### src/rtl/tx_feeder.sv
// -----------------------------------------------------------------------------
// tx_feeder
//
// Upstream byte source for the transmission controller. Bytes from a local
// producer are buffered in a small FIFO and offered to the controller in
// bursts of at most BURST_MAX bytes. After each burst, REQ is held low for at
// least one cycle. The feeder backs off while the controller raises an
// exception or is not idle.
//
// Optional feature, selected by the macro TX_FEEDER_TIMEOUT_EN:
//   A burst is aborted if no ACK arrives within TIMEOUT XFER cycles.
//   This abort sets ERR and TMO. Without the macro, TMO is tied low and XFER
//   waits for ACK indefinitely.
//
// Ports:
//   clk        rising-edge clock
//   reset_n    synchronous reset, active-low
//   en         feeder enable; only gates the start of new bursts
//   wr_en      producer write strobe
//   wr_data    producer byte
//   full       FIFO full (combinational from level)
//   empty      FIFO empty (combinational from level)
//   level      bytes stored (registered)
//   req        transfer request to the controller (registered)
//   data       FIFO head while drdy=1, 8'h00 otherwise
//   drdy       data valid (registered)
//   ack        controller accepted data this cycle
//   exc        controller exception
//   idl        controller idle
//   err        sticky: burst aborted by exc or timeout
//   ovf        sticky: write dropped while full
//   tmo        sticky: timeout abort
//   dbg_state  current FSM state (0 IDLE, 1 XFER, 2 GAP, 3 ABORT)
//
// Handshake: a byte moves to the controller exactly in a cycle where the FSM
// is in XFER, drdy=1, ack=1 and exc=0. That cycle pops the FIFO head.
// If exc and ack are both high, exc wins and the byte stays at the head.
// -----------------------------------------------------------------------------
module tx_feeder #(
    parameter int DEPTH     = 8,
    parameter int AW        = 3,
    parameter int BURST_MAX = 4,
    parameter int TIMEOUT   = 16
) (
    input  logic          clk,
    input  logic          reset_n,
    input  logic          en,
    input  logic          wr_en,
    input  logic [7:0]    wr_data,
    output logic          full,
    output logic          empty,
    output logic [AW:0]   level,
    output logic          req,
    output logic [7:0]    data,
    output logic          drdy,
    input  logic          ack,
    input  logic          exc,
    input  logic          idl,
    output logic          err,
    output logic          ovf,
    output logic          tmo,
    output logic [1:0]    dbg_state
);

    typedef enum logic [1:0] {
        ST_IDLE  = 2'd0,
        ST_XFER  = 2'd1,
        ST_GAP   = 2'd2,
        ST_ABORT = 2'd3
    } state_t;

    localparam logic [AW:0] DEPTH_L = (AW+1)'(DEPTH);
    localparam logic [AW:0] BURST_L = (AW+1)'(BURST_MAX);
    localparam logic [AW:0] ONE_L   = (AW+1)'(1);

    state_t        state;
    logic [7:0]    mem [DEPTH];
    logic [AW-1:0] wr_ptr;
    logic [AW-1:0] rd_ptr;
    logic [AW:0]   burst_cnt;
    logic          pop;
    logic          wr_accept;
    logic          last_pop;
    logic          tmo_hit;

    assign full      = (level == DEPTH_L);
    assign empty     = (level == '0);
    assign dbg_state = state;

    assign pop       = (state == ST_XFER) && drdy && ack && !exc;
    // A pop frees a slot in the same cycle, so a full FIFO still takes a write.
    assign wr_accept = wr_en && (!full || pop);
    // The burst ends on the pop that reaches BURST_MAX or drains the FIFO.
    assign last_pop  = pop && (((burst_cnt + 1'b1) == BURST_L) ||
                               ((level == ONE_L) && !wr_accept));

    assign data = drdy ? mem[rd_ptr] : 8'h00;

    // Storage array: no reset needed, validity is tracked by the pointers.
    always_ff @(posedge clk) begin
        if (reset_n && wr_accept) begin
            mem[wr_ptr] <= wr_data;
        end
    end

    // FIFO pointers and occupancy. Pointers wrap naturally because DEPTH == 2**AW.
    always_ff @(posedge clk) begin
        if (!reset_n) begin
            wr_ptr <= '0;
            rd_ptr <= '0;
            level  <= '0;
            ovf    <= 1'b0;
        end else begin
            if (wr_accept) begin
                wr_ptr <= wr_ptr + 1'b1;
            end
            if (pop) begin
                rd_ptr <= rd_ptr + 1'b1;
            end
            if (wr_accept && !pop) begin
                level <= level + 1'b1;
            end else if (pop && !wr_accept) begin
                level <= level - 1'b1;
            end
            if (wr_en && !wr_accept) begin
                ovf <= 1'b1;
            end
        end
    end

`ifdef TX_FEEDER_TIMEOUT_EN
    localparam int            TW       = $clog2(TIMEOUT + 1);
    localparam logic [TW-1:0] TMO_LAST = TW'(TIMEOUT - 1);

    logic [TW-1:0] tmo_cnt;

    // Count XFER cycles since entry or since the last pop.
    // The counter is held at zero outside XFER, so every entry starts from 0.
    always_ff @(posedge clk) begin
        if (!reset_n) begin
            tmo_cnt <= '0;
        end else if ((state != ST_XFER) || pop) begin
            tmo_cnt <= '0;
        end else begin
            tmo_cnt <= tmo_cnt + 1'b1;
        end
    end

    // The TIMEOUT-th cycle without a pop aborts. If exc is high in that cycle,
    // the exception handles the abort instead.
    assign tmo_hit = (state == ST_XFER) && !exc && !pop && (tmo_cnt == TMO_LAST);

    always_ff @(posedge clk) begin
        if (!reset_n) begin
            tmo <= 1'b0;
        end else if (tmo_hit) begin
            tmo <= 1'b1;
        end
    end
`else
    assign tmo_hit = 1'b0;
    // TIMEOUT has no effect in this build; tmo is held low.
    assign tmo     = 1'b0 && (TIMEOUT > 0);
`endif

    // Burst controller. req/drdy are registered and change together with
    // the state, so they are high in every cycle spent in XFER.
    always_ff @(posedge clk) begin
        if (!reset_n) begin
            state     <= ST_IDLE;
            req       <= 1'b0;
            drdy      <= 1'b0;
            err       <= 1'b0;
            burst_cnt <= '0;
        end else begin
            case (state)
                ST_IDLE: begin
                    if (en && idl && (level != '0)) begin
                        state     <= ST_XFER;
                        req       <= 1'b1;
                        drdy      <= 1'b1;
                        burst_cnt <= '0;
                    end
                end
                ST_XFER: begin
                    if (exc) begin
                        state <= ST_ABORT;
                        req   <= 1'b0;
                        drdy  <= 1'b0;
                        err   <= 1'b1;
                    end else if (pop) begin
                        burst_cnt <= burst_cnt + 1'b1;
                        if (last_pop) begin
                            state <= ST_GAP;
                            req   <= 1'b0;
                            drdy  <= 1'b0;
                        end
                    end else if (tmo_hit) begin
                        state <= ST_ABORT;
                        req   <= 1'b0;
                        drdy  <= 1'b0;
                        err   <= 1'b1;
                    end
                end
                ST_GAP: begin
                    state <= ST_IDLE;
                end
                ST_ABORT: begin
                    if (idl && !exc) begin
                        state <= ST_IDLE;
                    end
                end
                default: begin
                    state <= ST_IDLE;
                    req   <= 1'b0;
                    drdy  <= 1'b0;
                end
            endcase
        end
    end

endmodule

### config.mk
export PLATFORM = sky130hd
export DESIGN_NAME = tx_feeder
export DESIGN_NICKNAME = d
export VERILOG_FILES = /design/src/rtl/tx_feeder.sv
export SDC_FILE = /design/constraint.sdc
export NUM_CORES = 1
export LEC_CHECK = 0
export ABC_CLOCK_PERIOD_IN_PS = 3650
export CAP_MARGIN = 20
export CORE_MARGIN = 2
export CORE_UTILIZATION = 40
export DETAILED_ROUTE_END_ITERATION = 7
export PLACE_DENSITY_LB_ADDON = 0.25
export SLEW_MARGIN = 20
export SYNTH_ARGS = -nofsm -noshare
export SYNTH_HDL_FRONTEND = slang
export SYNTH_SLANG_ARGS = --single-unit
### constraint.sdc
create_clock -name clk -period 3.65 [get_ports clk]
set_clock_uncertainty 0.05 [all_clocks]
set_input_delay 0.9125 -clock clk [delete_from_list [all_inputs] [get_ports clk]]
set_output_delay 0.9125 -clock clk [all_outputs]
set_load 0.02 [all_outputs]
==> flow_metrics.py <==
metrics = {
    "clocking": {
        "number_of_gates_resized_after_cts": 0,
        "cts_root_buf": "sky130_fd_sc_hd__clkbuf_8",
        "path_clk_slew_ns": 0.09,
        "clk-insertion-delay-late_ns": 0.35,
        "clock_buffers_created_by_tritoncts": 9,
        "post_cts_buffers": 0,
        "h_tree_level_count": 3,
        "tritoncts": "done",
        "max-clock-path-buffers": 2,
        "cts.hold.buffers_added": 0,
        "cts.sinks": 86,
    },
    "logic_synthesis": {
        "asyncSetResetFlopFracSynth_pct": 0,
        "synth_seq_cells": 86,
        "synth_compound_gate_area_share_pct": 6.96,
        "synth_top_area_share_pct": 54.0,
        "synth_top_flop_cell": "sky130_fd_sc_hd__edfxtp_1",
        "dominant_combinational_cell_family_by_area_after_synthesis": "multiplexers",
        "average_size_of_a_mapped_cell_um2": 15.5,
        "synth_top_cell_by_area": "sky130_fd_sc_hd__edfxtp_1",
        "most_used_standard_cell_by_instance_count_after_synthesis": "sky130_fd_sc_hd__edfxtp_1",
        "postSynthCellCount": 229,
        "synthesis.nets": 251,
        "share_of_the_synthesized_netlist_area_taken_by_xor_and_xnor_gates_pct": 0.739,
        "post_synth_main_area_contributors": "sky130_fd_sc_hd__edfxtp_1 54%, sky130_fd_sc_hd__dfxtp_1 12%, sky130_fd_sc_hd__mux4_2 10%",
        "post_synth_most_frequent_cells": "64 x sky130_fd_sc_hd__edfxtp_1, 22 x sky130_fd_sc_hd__dfxtp_1, 16 x sky130_fd_sc_hd__mux4_2",
        "synth_warnings": 0,
        "synth-edff-count": 64,
        "muxShareOfSynthArea_pct": 11.8,
        "synthesis.area_um2": 3560,
        "synth_sequential_area_ratio_pct": 66.4,
        "synth.lib_cells_used.distinct": 47,
        "synth-adder-area-share_pct": 2.46,
        "post_synth_and_or_nand_nor_area_fraction_pct": 8.65,
    },
    "sta": {
        "grt_setup_unrepaired": "no",
        "max_slew.worst_pin.slew_ns": 0.525,
        "count_of_final_max_slew_check_failures": 0,
        "final.setup.tns_ns": 0,
        "achievable-frequency_mhz": 303,
        "period_needed_ns": 3.30,
        "post-route-period-util_pct": 90.5,
        "final_setup_violation_count": 0,
        "final_hold_viol_count": 0,
        "finalHoldWorstSlack_ns": 0.397,
        "relSlewSlack_pct": 64.9,
    },
    "power": {
        "power.internal_w": 0.00145,
        "switchingPower_w": 0.000508,
        "power.switching_fraction_pct": 25.9,
        "power.static_leakage_nw": 1.41,
        "power.clock.fraction_pct": 30.0,
        "pwr-share-seq_pct": 56.7,
        "power_density_nw_per_um2": 457,
        "peakVddDrop_v": 0.000268,
        "combinationalPowerShare_pct": 13.3,
    },
    "die": {
        "die_area_um2": 9660,
        "num_rows": 34,
        "die_x_um": 98.3,
        "start_util_pct": 41.0,
        "floorplan.core_area_um2": 8680,
        "chipHeight_um": 98.3,
        "io_pins": 36,
    },
    "critical_path": {
        "worstPathMaxFanout": 16,
        "path_class": "reg -> out",
        "cp.arrival_ns": 2.34,
        "r2r_setup_slack_ns": 1.37,
        "end_kind": "output pin",
        "worst_r2r_startpoint": "dbg_state[0]",
        "crit-reg2reg-capture": "mem[7][1]",
        "crit_path_end": "data[1]",
        "worst_reg2reg_path_length_in_cells": 5,
        "cp_data_required_time_ns": 2.69,
        "worstSetupStartpointType": "flip-flop",
    },
    "drt": {
        "vias_post_dr": 2095,
        "wl_um": 6710,
        "drt_drc_violations_left": 0,
        "post_drt_via_cell_ratio": 5.34,
        "drtPass1Iterations": 4,
        "avgRoutedWirePerCell_um": 17.1,
        "drtIter0Drc": 105,
        "antenna_violating_nets_post_route": 0,
    },
    "cells_and_area": {
        "syn_to_final_growth_pct": 20.7,
        "finalNetCount": 301,
        "share_of_cells_above_drive_strength_1_pct": 20.1,
        "ant_cells": 0,
    },
    "grt": {
        "maximum_number_of_pins_on_one_net_before_global_route_repair": 17,
        "grt-ovfl-total": 0,
        "grt_antenna_before_repair": 0,
        "globalRouteTotalUtil_pct": 14.8,
        "grt_pass1_vias": 2119,
        "first_pass_grt_wire_length_um": 10900,
    },
    "worst_hold_path": {
        "hp-class": "reg -> reg",
    },
    "place": {
        "port_buffers": 34,
        "gp_routability_congestion": 0.793,
        "place_hpwl_um": 4450,
    },
    "run_status": {
        "status": "complete, no violations",
    },
    "run": {
        "number_of_max_capacitance_violations_reported": 0,
    },
}
-- worst max-delay path, stage by stage, from the launching register on --
cell and delay, ns:
sky130_fd_sc_hd__dfxtp_1 0.31, sky130_fd_sc_hd__buf_4 0.30, sky130_fd_sc_hd__mux4_2 0.55, sky130_fd_sc_hd__a22o_1 0.27
sky130_fd_sc_hd__clkdlybuf4s50_1 0.54
-- layout by cell type, fill, tap and decap left out, drive strengths merged, types with 2 or more instances in the layout --
cell,count
clkinv,3
mux4,16
a32o,2
nor4,4
clkdlybuf4s50,34
buf,17
dfxtp,22
nor2,4
nor3,5
a21oi,9
or4,3
nor3b,2
edfxtp,64
nand3,5
nand2b,4
inv,12
nand2,11
o21ai,3
mux2i,6
a211oi,2
a22o,8
or3,3
ha,7
nand3b,2
nand4,3
or3b,2
clkbuf,10
xnor2,2
a31o,2
-- layout make-up --
class	count	area, um2
tap	108	135
clock inverter	6	43.8
clock buffer	10	128
timing repair buffer	51	468
sequential	86	2360
inverter	10	37.5
fill	758	4390
multi-input combinational	121	1120
-- sequential cells by signal (all words and copies together), names as in the netlist, named ones only --
name	flops
rd_ptr	3
wr_ptr	3
drdy	1
ovf	1
mem	64
dbg_state	2
burst_cnt	4
level	4
err	1
-- power groups by stage --
stage	clock network [W]	registers, W	logic [W]
floorplan	0	0.00114	0.000134
global placement	0	0.00113	0.000262
detailed placement	0	0.00113	0.000262
CTS	0.000611	0.00111	0.000263
global route	0.000653	0.00112	0.000287
finish	0.000589	0.00111	0.000261
-- per-layer routing --
metal | vias up | share of wire [%] | wire, um | GRT usage, %
met4 | 0 | 1.7 | 111 | 6.95
li1 | 1006 | - | - | -
met1 | 1050 | 48 | 3220 | 20.6
met3 | 6 | 3.6 | 241 | 3.72
met2 | 33 | 47 | 3140 | 22.1
met5 | - | 0 | 0 | 0
-- metrics by stage --
| stage | worst slack [ns] | utilization (%) | total power (W) | area, um2 | std cells |
|---|---|---|---|---|---|
| 6_report | 0.345 | 49.5 | 0.00196 | 4290 | 392 |
| 5_1_grt | 0.272 | 49.5 | 0.00206 | 4290 | 392 |
| 4_1_cts | 0.322 | 49.5 | 0.00199 | 4290 | 392 |
| 3_5_place_dp | 0.434 | 47.5 | 0.00140 | 4120 | 376 |
| 3_3_place_gp | 0.498 | 47.5 | 0.00139 | 4120 | 376 |
| 2_1_floorplan | 0.661 | - | 0.00127 | 3560 | 229 |
-- how the worst min path moves through the flow --
stage,start,to,depth (start not counted),slack [ns]
6_report,ovf,ovf,2,0.40
3_3_place_gp,ovf,ovf,2,0.39
2_1_floorplan,rd_ptr[2],flip-flop,2,0.40
4_1_cts,ovf,ovf,2,0.40
5_1_grt,ovf,ovf,2,0.44
3_5_place_dp,ovf,ovf,2,0.39
-- cells by family after synthesis --
| kind of cell | Yosys count |
|---|---|
| flops | 86 |
| mux | 22 |
| fa+ha+maj | 7 |
| buf+inv | 22 |
| other cells | 1 |
| compound gates | 34 |
| xor+xnor | 3 |
| simple gates | 54 |
Power figures use the tool's default switching activity.
